==> config.mk <==
export PLATFORM = sky130hd
export DESIGN_NAME = program_loader
export DESIGN_NICKNAME = d
export VERILOG_FILES = /design/src/rtl/program_loader.sv
export SDC_FILE = /design/constraint.sdc
export NUM_CORES = 1
export LEC_CHECK = 0
export ABC_AREA = 1
export CAP_MARGIN = 25
export CORE_MARGIN = 2
export CORE_UTILIZATION = 61
export CTS_CLUSTER_DIAMETER = 30
export DETAILED_ROUTE_END_ITERATION = 12
export GPL_TIMING_DRIVEN = 1
export PLACE_DENSITY = 0.85
export SLEW_MARGIN = 20
export SYNTH_ARGS = -nofsm -noshare
export SYNTH_HDL_FRONTEND = slang
export SYNTH_SLANG_ARGS = --single-unit
==> constraint.sdc <==
create_clock -name clk -period 4.7 [get_ports clk]
set_input_delay 0.94 -clock clk [delete_from_list [all_inputs] [get_ports clk]]
set_output_delay 0.94 -clock clk [all_outputs]
set_load 0.02 [all_outputs]
==> src/rtl/program_loader.sv <==
// program_loader: receives a program image over a UART byte stream and writes
// it word by word into instruction memory while holding the core in reset.
// Stream format: 0x99 sync byte, 32-bit little-endian word count, then the
// words (little-endian). A status byte (0xAA ok / 0xEE error) is reported
// through a valid/ready handshake toward the UART transmitter.
// Optional feature macro: LOADER_CHECKSUM_EN -- a trailing 32-bit
// little-endian wraparound sum of all words is compared before releasing the core.
module program_loader #(
    parameter logic [31:0] BASE_ADR  = 32'h0000_0000,
    parameter int unsigned MAX_WORDS = 16384
) (
    input  logic        clk,
    input  logic        rstn,
    input  logic        rx_valid,
    input  logic [7:0]  rx_byte,
    output logic        mem_we,
    output logic [31:0] mem_adr,
    output logic [31:0] mem_wdata,
    output logic        core_rstn,
    output logic        tx_valid,
    output logic [7:0]  tx_byte,
    input  logic        tx_ready
);

    typedef enum logic [2:0] {
        ST_IDLE,
        ST_SIZE,
        ST_DATA,
`ifdef LOADER_CHECKSUM_EN
        ST_CHECK,
`endif
        ST_DONE,
        ST_ERROR
    } state_e;

    localparam logic [7:0] SYNC_BYTE = 8'h99;
    localparam logic [7:0] OK_BYTE   = 8'hAA;
    localparam logic [7:0] ERR_BYTE  = 8'hEE;

    state_e      state_q, state_d;
    logic [1:0]  byte_cnt_q, byte_cnt_d;
    logic [31:0] shift_q, shift_d;
    logic [31:0] count_q, count_d;
    logic [31:0] word_idx_q, word_idx_d;
    logic        mem_we_q, mem_we_d;
    logic [31:0] mem_adr_q, mem_adr_d;
    logic [31:0] mem_wdata_q, mem_wdata_d;
    logic        core_rstn_q, core_rstn_d;
    logic        tx_valid_q, tx_valid_d;
    logic [7:0]  tx_byte_q, tx_byte_d;
`ifdef LOADER_CHECKSUM_EN
    logic [31:0] sum_q, sum_d;
`endif

    logic [31:0] assembled;
    logic        go_done;
    logic        go_error;

    // State register and all registered outputs; everything clears on reset.
    // NOTE: sequential state uses non-blocking assignments only, so every
    // register samples the pre-edge value of the others.
    always_ff @(posedge clk or negedge rstn) begin
        if (!rstn) begin
            state_q     <= ST_IDLE;
            byte_cnt_q  <= 2'd0;
            shift_q     <= 32'd0;
            count_q     <= 32'd0;
            word_idx_q  <= 32'd0;
            mem_we_q    <= 1'b0;
            mem_adr_q   <= 32'd0;
            mem_wdata_q <= 32'd0;
            core_rstn_q <= 1'b0;
            tx_valid_q  <= 1'b0;
            tx_byte_q   <= 8'd0;
`ifdef LOADER_CHECKSUM_EN
            sum_q       <= 32'd0;
`endif
        end else begin
            state_q     <= state_d;
            byte_cnt_q  <= byte_cnt_d;
            shift_q     <= shift_d;
            count_q     <= count_d;
            word_idx_q  <= word_idx_d;
            mem_we_q    <= mem_we_d;
            mem_adr_q   <= mem_adr_d;
            mem_wdata_q <= mem_wdata_d;
            core_rstn_q <= core_rstn_d;
            tx_valid_q  <= tx_valid_d;
            tx_byte_q   <= tx_byte_d;
`ifdef LOADER_CHECKSUM_EN
            sum_q       <= sum_d;
`endif
        end
    end

    // Next-state logic: byte assembly, word writes, status handshake.
    always_comb begin
        // NOTE: every variable gets a default before the case so no path
        // leaves one unassigned (which would infer a latch).
        state_d     = state_q;
        byte_cnt_d  = byte_cnt_q;
        shift_d     = shift_q;
        count_d     = count_q;
        word_idx_d  = word_idx_q;
        mem_we_d    = 1'b0;
        mem_adr_d   = mem_adr_q;
        mem_wdata_d = mem_wdata_q;
        core_rstn_d = core_rstn_q;
        tx_valid_d  = tx_valid_q;
        tx_byte_d   = tx_byte_q;
`ifdef LOADER_CHECKSUM_EN
        sum_d       = sum_q;
`endif
        go_done     = 1'b0;
        go_error    = 1'b0;
        // Little-endian: each new byte enters at the top, so after four
        // bytes the first one received sits in bits [7:0].
        assembled   = {rx_byte, shift_q[31:8]};

        // Status byte retires once the transmitter has taken it.
        if (tx_valid_q && tx_ready) begin
            tx_valid_d = 1'b0;
        end

        case (state_q)
            ST_IDLE: begin
                if (rx_valid && rx_byte == SYNC_BYTE) begin
                    state_d    = ST_SIZE;
                    byte_cnt_d = 2'd0;
                end
            end
            ST_SIZE: begin
                if (rx_valid) begin
                    shift_d    = assembled;
                    byte_cnt_d = byte_cnt_q + 2'd1;
                    if (byte_cnt_q == 2'd3) begin
                        count_d    = assembled;
                        word_idx_d = 32'd0;
                        if (assembled == 32'd0) begin
`ifdef LOADER_CHECKSUM_EN
                            state_d = ST_CHECK;
`else
                            go_done = 1'b1;
`endif
                        end else if (assembled > MAX_WORDS) begin
                            go_error = 1'b1;
                        end else begin
                            state_d = ST_DATA;
                        end
                    end
                end
            end
            ST_DATA: begin
                if (rx_valid) begin
                    shift_d    = assembled;
                    byte_cnt_d = byte_cnt_q + 2'd1;
                    if (byte_cnt_q == 2'd3) begin
                        mem_we_d    = 1'b1;
                        mem_adr_d   = BASE_ADR + (word_idx_q << 2);
                        mem_wdata_d = assembled;
                        word_idx_d  = word_idx_q + 32'd1;
`ifdef LOADER_CHECKSUM_EN
                        sum_d       = sum_q + assembled;
`endif
                        if (word_idx_q == count_q - 32'd1) begin
`ifdef LOADER_CHECKSUM_EN
                            state_d = ST_CHECK;
`else
                            go_done = 1'b1;
`endif
                        end
                    end
                end
            end
`ifdef LOADER_CHECKSUM_EN
            ST_CHECK: begin
                if (rx_valid) begin
                    shift_d    = assembled;
                    byte_cnt_d = byte_cnt_q + 2'd1;
                    if (byte_cnt_q == 2'd3) begin
                        go_done  = (assembled == sum_q);
                        go_error = (assembled != sum_q);
                    end
                end
            end
`endif
            ST_DONE: begin
                // Release the core one cycle after DONE is entered.
                core_rstn_d = 1'b1;
            end
            ST_ERROR: begin
            end
            default: begin
                state_d = ST_IDLE;
            end
        endcase

        if (go_done) begin
            state_d    = ST_DONE;
            tx_valid_d = 1'b1;
            tx_byte_d  = OK_BYTE;
        end else if (go_error) begin
            state_d    = ST_ERROR;
            tx_valid_d = 1'b1;
            tx_byte_d  = ERR_BYTE;
        end
    end

    assign mem_we    = mem_we_q;
    assign mem_adr   = mem_adr_q;
    assign mem_wdata = mem_wdata_q;
    assign core_rstn = core_rstn_q;
    assign tx_valid  = tx_valid_q;
    assign tx_byte   = tx_byte_q;

endmodule

==> results of run 1 <==
metal layers:
layer	vias to the layer above	GRT usage	wire, um
met5	-	0	0
met4	0	0.109	505
met3	37	0.0613	1390
met2	255	0.464	9180
met1	3293	0.382	8470
li1	3427	-	-
area by class of cell:
type                            count  area [um^2]  area share
Clock buffer                       21          480      0.0504
Clock inverter                     10          103      0.0108
Inverter                          126          473      0.0496
Multi-Input combinational cell    713         3380       0.355
Sequential cell                   160         4000       0.420
Tap cell                          172          215      0.0226
Timing Repair Buffer               89          875      0.0917
kinds of logic after synthesis:
logic type,after synthesis,synth area share
flip-flops,160,0.499
other,1,0.000467
buffers and inverters,164,0.0815
AO/OA/AOI/OAI,162,0.107
multiplexers,2,0.00249
adder cells (fa/ha/maj),3,0.00467
AND/OR/NAND/NOR,511,0.272
XOR/XNOR,31,0.0338
synth_stat cells:
| cell | n | area (um^2) |
|---|---|---|
| a21oi_2 | 1 | 8.76 |
| clkbuf_1 | 24 | 90.1 |
| buf_2 | 1 | 5.00 |
| nor2_4 | 3 | 33.8 |
| a21oi_1 | 9 | 45.0 |
| and2_1 | 2 | 12.5 |
| nor2_1 | 90 | 338 |
| xor2_1 | 23 | 201 |
| buf_1 | 3 | 11.3 |
| nand3_2 | 5 | 50.1 |
| o21ai_0 | 128 | 641 |
| nand2_2 | 2 | 12.5 |
| o21ai_1 | 5 | 25.0 |
| inv_1 | 117 | 439 |
| nand3b_1 | 5 | 37.5 |
| buf_4 | 10 | 75.1 |
| o21bai_1 | 6 | 45.0 |
| nor4_1 | 13 | 81.3 |
| o211ai_1 | 2 | 15.0 |
| a21o_1 | 1 | 7.51 |
| o22ai_1 | 5 | 31.3 |
| inv_2 | 6 | 22.5 |
| nor3_4 | 1 | 16.3 |
| nand2_1 | 315 | 1180 |
| ha_1 | 3 | 37.5 |
| nor3_1 | 7 | 35.0 |
| nor3_2 | 2 | 20.0 |
| o32ai_1 | 1 | 8.76 |
| nand3_1 | 44 | 220 |
| nor2_2 | 7 | 43.8 |
| a21boi_1 | 1 | 7.51 |
| a31oi_1 | 1 | 6.26 |
| clkinv_1 | 3 | 11.3 |
| o31ai_1 | 1 | 7.51 |
| mux2i_1 | 2 | 20.0 |
| conb_1 | 1 | 3.75 |
| o21a_1 | 1 | 7.51 |
| xnor2_1 | 8 | 70.1 |
| dfrtp_1 | 160 | 4000 |
| nand4_2 | 1 | 12.5 |
| nand4_1 | 14 | 87.6 |
where the power goes:
part | switching (W) | total [W] | internal [W]
registers | 0.000364 | 0.00210 | 0.00173
clock network | 0.000562 | 0.00135 | 0.000788
logic | 0.00131 | 0.00207 | 0.000767
worst paths after layout:
check / startpoint / endpoint / slack [ns] / cells past startpoint
max: rx_valid / word_idx_q[25] / 1.55 / 12
min: core_rstn / core_rstn / 0.47 / 2
max reg2reg: count_q[2] / state_q[1] / 1.78 / 18
min reg2reg: core_rstn / core_rstn / 0.47 / 2
max in group asynchronous: rstn / shift_q[22] / 3.18 / 2
min in group asynchronous: rstn / mem_adr[31] / 0.59 / 1
through the flow:
step	instances	instance area, um^2
2_1_floorplan	1037	8040
3_3_place_gp	1260	8950
3_5_place_dp	1260	8950
4_1_cts	1291	9530
5_1_grt	1291	9530
6_report	1291	9530
registers in the layout, indices dropped and copies added, names as in the netlist:
| name | count |
|---|---|
| byte_cnt_q | 2 |
| core_rstn | 1 |
| count_q | 32 |
| mem_adr | 30 |
| mem_wdata | 32 |
| mem_we | 1 |
| shift_q | 24 |
| state_q | 3 |
| tx_byte | 2 |
| tx_valid | 1 |
| word_idx_q | 32 |
worst max-delay path: stages:
cell and delay, ns:
clkdlybuf4s50_1 0.52, nand2_1 0.12, nor2_4 0.60, nand2_1 0.15, nor3_1 0.22, nand4_1 0.17, nor2_1 0.16, nand2_1 0.15
nor3_2 0.16, nand2_1 0.09, nand3_1 0.07, o21ai_1 0.09
==> metrics.md, run 1 <==
| Metric | Value |
|---|---|
| CTS Buf Count | 17 |
| DIE AREA | 0.0141 mm^2 |
| Initial antenna violation count | 0 |
| Slew Limit Fails | 0 |
| Most frequent cells in the layout | nand2_1, dfrtp_1, o21ai_0 |
| I/O pins | 87 |
| Cell variety after synth | 41 |
| Vias in the first global route | 6,659 |
| WL final | 19,600 um |
| First-pass GRT wire length | 32,200 um |
| Global route overflow | 0 |
| Clk root buf | clkbuf_16 |
| Worst-path fanout max | 24 |
| Maximum VDD drop | 0.000396 V |
| DR WL/cell | 15.1 um |
| Synthesized area | 0.00803 mm^2 |
| Row cnt | 41 |
| Clk_skew | 0.00647 ns |
| WHS | 0.465 ns |
| Total clock sinks | 160 |
| Number of port buffers | 82 |
| Synth Register Bits | 160 |
| Hold Crit Class | flip-flop to flip-flop |
| Crit path kind | primary input to flip-flop |
| Worst slew pin tran | 0.838 ns |
| TritonCTS clock tree | done |
| Fmax | 318 MHz |
| Core area | 0.0127 mm^2 |
| Final hold viol count | 0 |
| # H-tree levels | 4 |
| # setup viols final | 0 |
| 1st-iter DRT viols | 591 |
| CTS-repair resized insts | 0 |
| Status | completed |
| Die Wd | 119 um |
| Setup TNS | 0 ns |
| Largest net degree at the start of global routing | 98 |
| Area Overhead vs Synth | 18.7% |
| Final worst-path setup slack | 1.55 ns |
| Nets@finish | 1,122 |
| Die Height | 119 um |
| Worst slack at placement | 1.10 ns |
| DR pass1 iterations | 5 |
| Filler cells | 980 |
| Power Density | 579 mW/mm^2 |
| P_leak | 4.66 nW |
| Dpl hpwl | 13,800 um |
| Worst relative slew slack | 0.441 |
| Post-layout min period | 3.15 ns |
| Number of diodes | 0 |
| Share of cells above drive strength 1 | 0.0608 |
| Synth warnings | 0 |
| Critical Path RT | 5.00 ns |
| Hold Buf Count CTS | 0 |
| Sequential element share of the synthesized area | 0.499 |
| Global placer's final weighted congestion | 0.906 |
| Clock Path Buffers | 2 |
| Final Util | 0.749 |
| DRC | 0 |
| Total GRT Usage | 0.287 |
| Starting density of the core | 0.631 |
| Worst Setup Start Kind | primary input |
| WP data arrival | 3.45 ns |
| Final period utilization | 0.670 |
| Mean post-synth cell area | 7.77 um^2 |
| Mapped Cells | 1,034 |
| Skew-Pair Late Insertion Delay | 0.42 ns |
| Routed Antenna Nets | 0 |
| # Post-CTS Setup Buffers | 0 |
| CP Capture Type | flip-flop |
| Drt via density | 5.43 |
| Max Cap Viol | 0 |
| Clock slew at reported path FFs | 0.06 ns |
| Power consumption | 0.00552 W |
| Most common cell after layout, fill and taps aside | nand2_1 |
| RSZ-0062 raised after global routing | false |
| DR vias | 7,012 |
(Power assumes the default switching activity.)
==> run 2: changes to the inputs <==
--- a/config.mk
+++ b/config.mk
@@ -8,11 +8,11 @@
 export ABC_AREA = 1
 export CAP_MARGIN = 25
 export CORE_MARGIN = 2
-export CORE_UTILIZATION = 61
+export CORE_UTILIZATION = 57
 export CTS_CLUSTER_DIAMETER = 30
 export DETAILED_ROUTE_END_ITERATION = 12
 export GPL_TIMING_DRIVEN = 1
-export PLACE_DENSITY = 0.85
+export PLACE_DENSITY = 0.8
 export SLEW_MARGIN = 20
 export SYNTH_ARGS = -nofsm -noshare
 export SYNTH_HDL_FRONTEND = slang
==> constraint.sdc (replaced) <==
create_clock -name clk -period 2.9 [get_ports clk]
set_input_delay 0.58 -clock clk [delete_from_list [all_inputs] [get_ports clk]]
set_output_delay 0.58 -clock clk [all_outputs]
set_load 0.02 [all_outputs]
==> run 2 against run 1 <==
Net effect: non-clock buffer count grew 6; clock skew grew 0.0019 ns; routed wire length shrank 0.51%; total power grew 63%; combinational power grew 61%; first-iteration DRC count shrank 4.1%; sequential share of layout area shrank 0.39 points; critical path type is now flip-flop to flip-flop; largest cell class unchanged.
==> metrics.md, run 2 (synthesis gave the netlist of run 1 again) <==
| Metric | Value |
|---|---|
| Worst Setup Start Kind | flip-flop |
| Clock slew at reported path FFs | 0.07 ns (about the same) |
| DR pass1 iterations | 6 (+1) |
| Setup TNS | 0 ns (unchanged) |
| DP Area | 0.00903 mm^2 (+0.89%) |
| Combinational power share | 0.371 (-0.005) |
| Number of diodes | 0 (unchanged) |
| Skew-Pair Late Insertion Delay | 0.44 ns (+0.02 ns) |
| Slew Limit Fails | 0 (unchanged) |
| CTS-repair resized insts | 0 (unchanged) |
| CP cell instances | inv_1 -> ha_1 -> nand3_2 -> nor2_1 -> nand2_1 -> nand3_1 -> nand2_1 -> nor2_1 -> nand3_1 -> nor2_1 -> nand3_1 -> nand2_1 -> nand2_1 -> nand3_2 -> nand2_1 -> nand2_1 -> nand2_1 |
| Worst relative slew slack | 0.623 (+0.182) |
| Nets@finish | 1,128 (+0.53%) |
| RSZ-0062 raised after global routing | false |
| I/O pins | 87 (unchanged) |
| Dpl hpwl | 13,900 um (+0.64%) |
| Worst-path fanout max | 4 (-83%) |
| WP data arrival | 2.87 ns (-0.58 ns) |
| Slowest cell on crit path | dfrtp_1 |
| Area Overhead vs Synth | 19.8% |
| CP max stage delay | 0.40 ns (-0.20 ns) |
| Number of port buffers | 82 (unchanged) |
| Clk root buf | clkbuf_16 |
| Crit path kind | flip-flop to flip-flop |
| Vias in the first global route | 6,544 (-1.7%) |
| Inst Count DP | 1,274 (+1.1%) |
| Filler cells | 1,099 (+12%) |
| Final Util | 0.696 (-0.0534) |
| WL final | 19,500 um (-0.51%) |
| Cells on worst reg2reg path | 17 (-1) |
| Routed Antenna Nets | 0 (unchanged) |
| Non-filler instance count after layout | 1,306 (+1.2%) |
| Row cnt | 43 (+4.9%) |
| Global route overflow | 0 (unchanged) |
| Drt via density | 5.30 (-2.5%) |
| Net Sw Power | 0.00364 W (+63%) |
| Post-layout min period | 2.55 ns |
| Critical path's top delay family | simple AND/OR/NAND/NOR gates |
| DRC | 0 (unchanged) |
| Worst slew pin tran | 0.565 ns (-0.273 ns) |
| DR WL/cell | 14.9 um (-1.6%) |
| Core area | 0.0138 mm^2 (+8.7%) |
| Total clock sinks | 160 (unchanged) |
| Initial antenna violation count | 0 (unchanged) |
| Crit path top cell by count | nand2_1 |
| DR vias | 6,917 (-1.4%) |
| CP Buf/Inv Count | 1 (unchanged) |
| Clock Path Buffers | 2 (unchanged) |
| RR Endpoint | state_q[1] |
| FF-to-FF Start | count_q[0] |
| Max Cap Viol | 0 (unchanged) |
| Final hold viol count | 0 (unchanged) |
| Most frequent cells in the layout | nand2_1, dfrtp_1, o21ai_0 |
| Final period utilization | 0.878 |
| Starting density of the core | 0.581 (-0.0504) |
| Status | completed |
| CTS Buf Count | 17 (unchanged) |
| Fmax | 393 MHz |
| Int Power | 0.00536 W (+63%) |
| Hold Crit Class | primary input to async pin |
| Clock power frac | 0.250 (+0.005) |
| 1st-iter DRT viols | 567 (-4.1%) |
| CP Capture Type | flip-flop |
| Reg power frac | 0.379 (about the same) |
| Global placer's final weighted congestion | 0.891 (-1.7%) |
| Most common cell after layout, fill and taps aside | nand2_1 |
| Largest net degree at the start of global routing | 79 (-19%) |
| Die Height | 123 um (+3.3%) |
| First-pass GRT wire length | 32,500 um (+1.2%) |
| Hold Buf Count CTS | 0 (unchanged) |
| Critical Path RT | 3.23 ns (-1.77 ns) |
| Power Density | 936 mW/mm^2 (+62%) |
| Clk_skew | 0.00833 ns (+0.00186 ns) |
| P_leak | 4.71 nW (+1.0%) |
| WHS | 0.0908 ns (-0.374 ns) |
| Total GRT Usage | 0.280 (-0.00724) |
| # Post-CTS Setup Buffers | 0 (unchanged) |
| # H-tree levels | 4 (unchanged) |
| Net Sw Frac | 0.405 (about the same) |
| TritonCTS clock tree | done |
| R2R Setup Slk | 0.35 ns (-1.43 ns) |
| Share of cells above drive strength 1 | 0.0666 (+0.00584) |
| Maximum VDD drop | 0.000560 V (+41%) |
| # setup viols final | 0 (unchanged) |
| Final instance area | 0.00962 mm^2 (+0.93%) |
| DIE AREA | 0.0151 mm^2 (+6.8%) |
| Die Wd | 123 um (+3.3%) |
run 2: cell count changes in the layout (fill, tap and decap cells not counted), sizes merged:
cell,previous run,this run
buf,8,14
bufinv,1,2
clkbuf,21,18
clkinv,5,4
inv,126,130
run 2: area by class of cell:
class	instances	area, um^2	area share
sequential	160	4000	0.416
multi-input combinational	713	3380	0.352
tap	180	225	0.0234
inverter	126	473	0.0492
clock inverter	14	153	0.0159
clock buffer	18	439	0.0456
timing repair buffer	95	945	0.0982
run 2: routing by layer:
metal | vias to the layer above | part of all wire | GRT usage
li1 | 3440 | - | -
met1 | 3239 | 0.45 | 0.393
met2 | 208 | 0.47 | 0.439
met3 | 30 | 0.057 | 0.0460
met4 | 0 | 0.019 | 0.106
met5 | - | 0 | 0
run 2: power groups by stage:
stage	Combinational, W	Clock [W]	Sequential [W]
finish	0.00334	0.00225	0.00341
global route	0.00382	0.00237	0.00349
CTS	0.00333	0.00227	0.00340
detailed placement	0.00330	0	0.00342
global placement	0.00320	0	0.00341
floorplan	0.00219	0	0.00345
run 2: how the worst max path moves through the flow:
stage	endpoint	startpoint	slack, ns	cells after the start
2_1_floorplan	state_q[0]	count_q[0]	0.81	19
3_3_place_gp	word_idx_q[26]	rx_valid	0.18	15
3_5_place_dp	word_idx_q[26]	rx_valid	0.13	15
4_1_cts	state_q[0]	count_q[0]	0.42	19
5_1_grt	state_q[1]	count_q[0]	0.07	19
6_report	state_q[1]	count_q[0]	0.35	17
run 2: per-stage QoR:
step,power [W],setup slack (ns)
after global routing,0.00968,0.0743
after global placement,0.00661,0.182
after detailed placement,0.00672,0.131
after floorplan,0.00564,0.814
after CTS,0.00900,0.422
final,0.00900,0.354
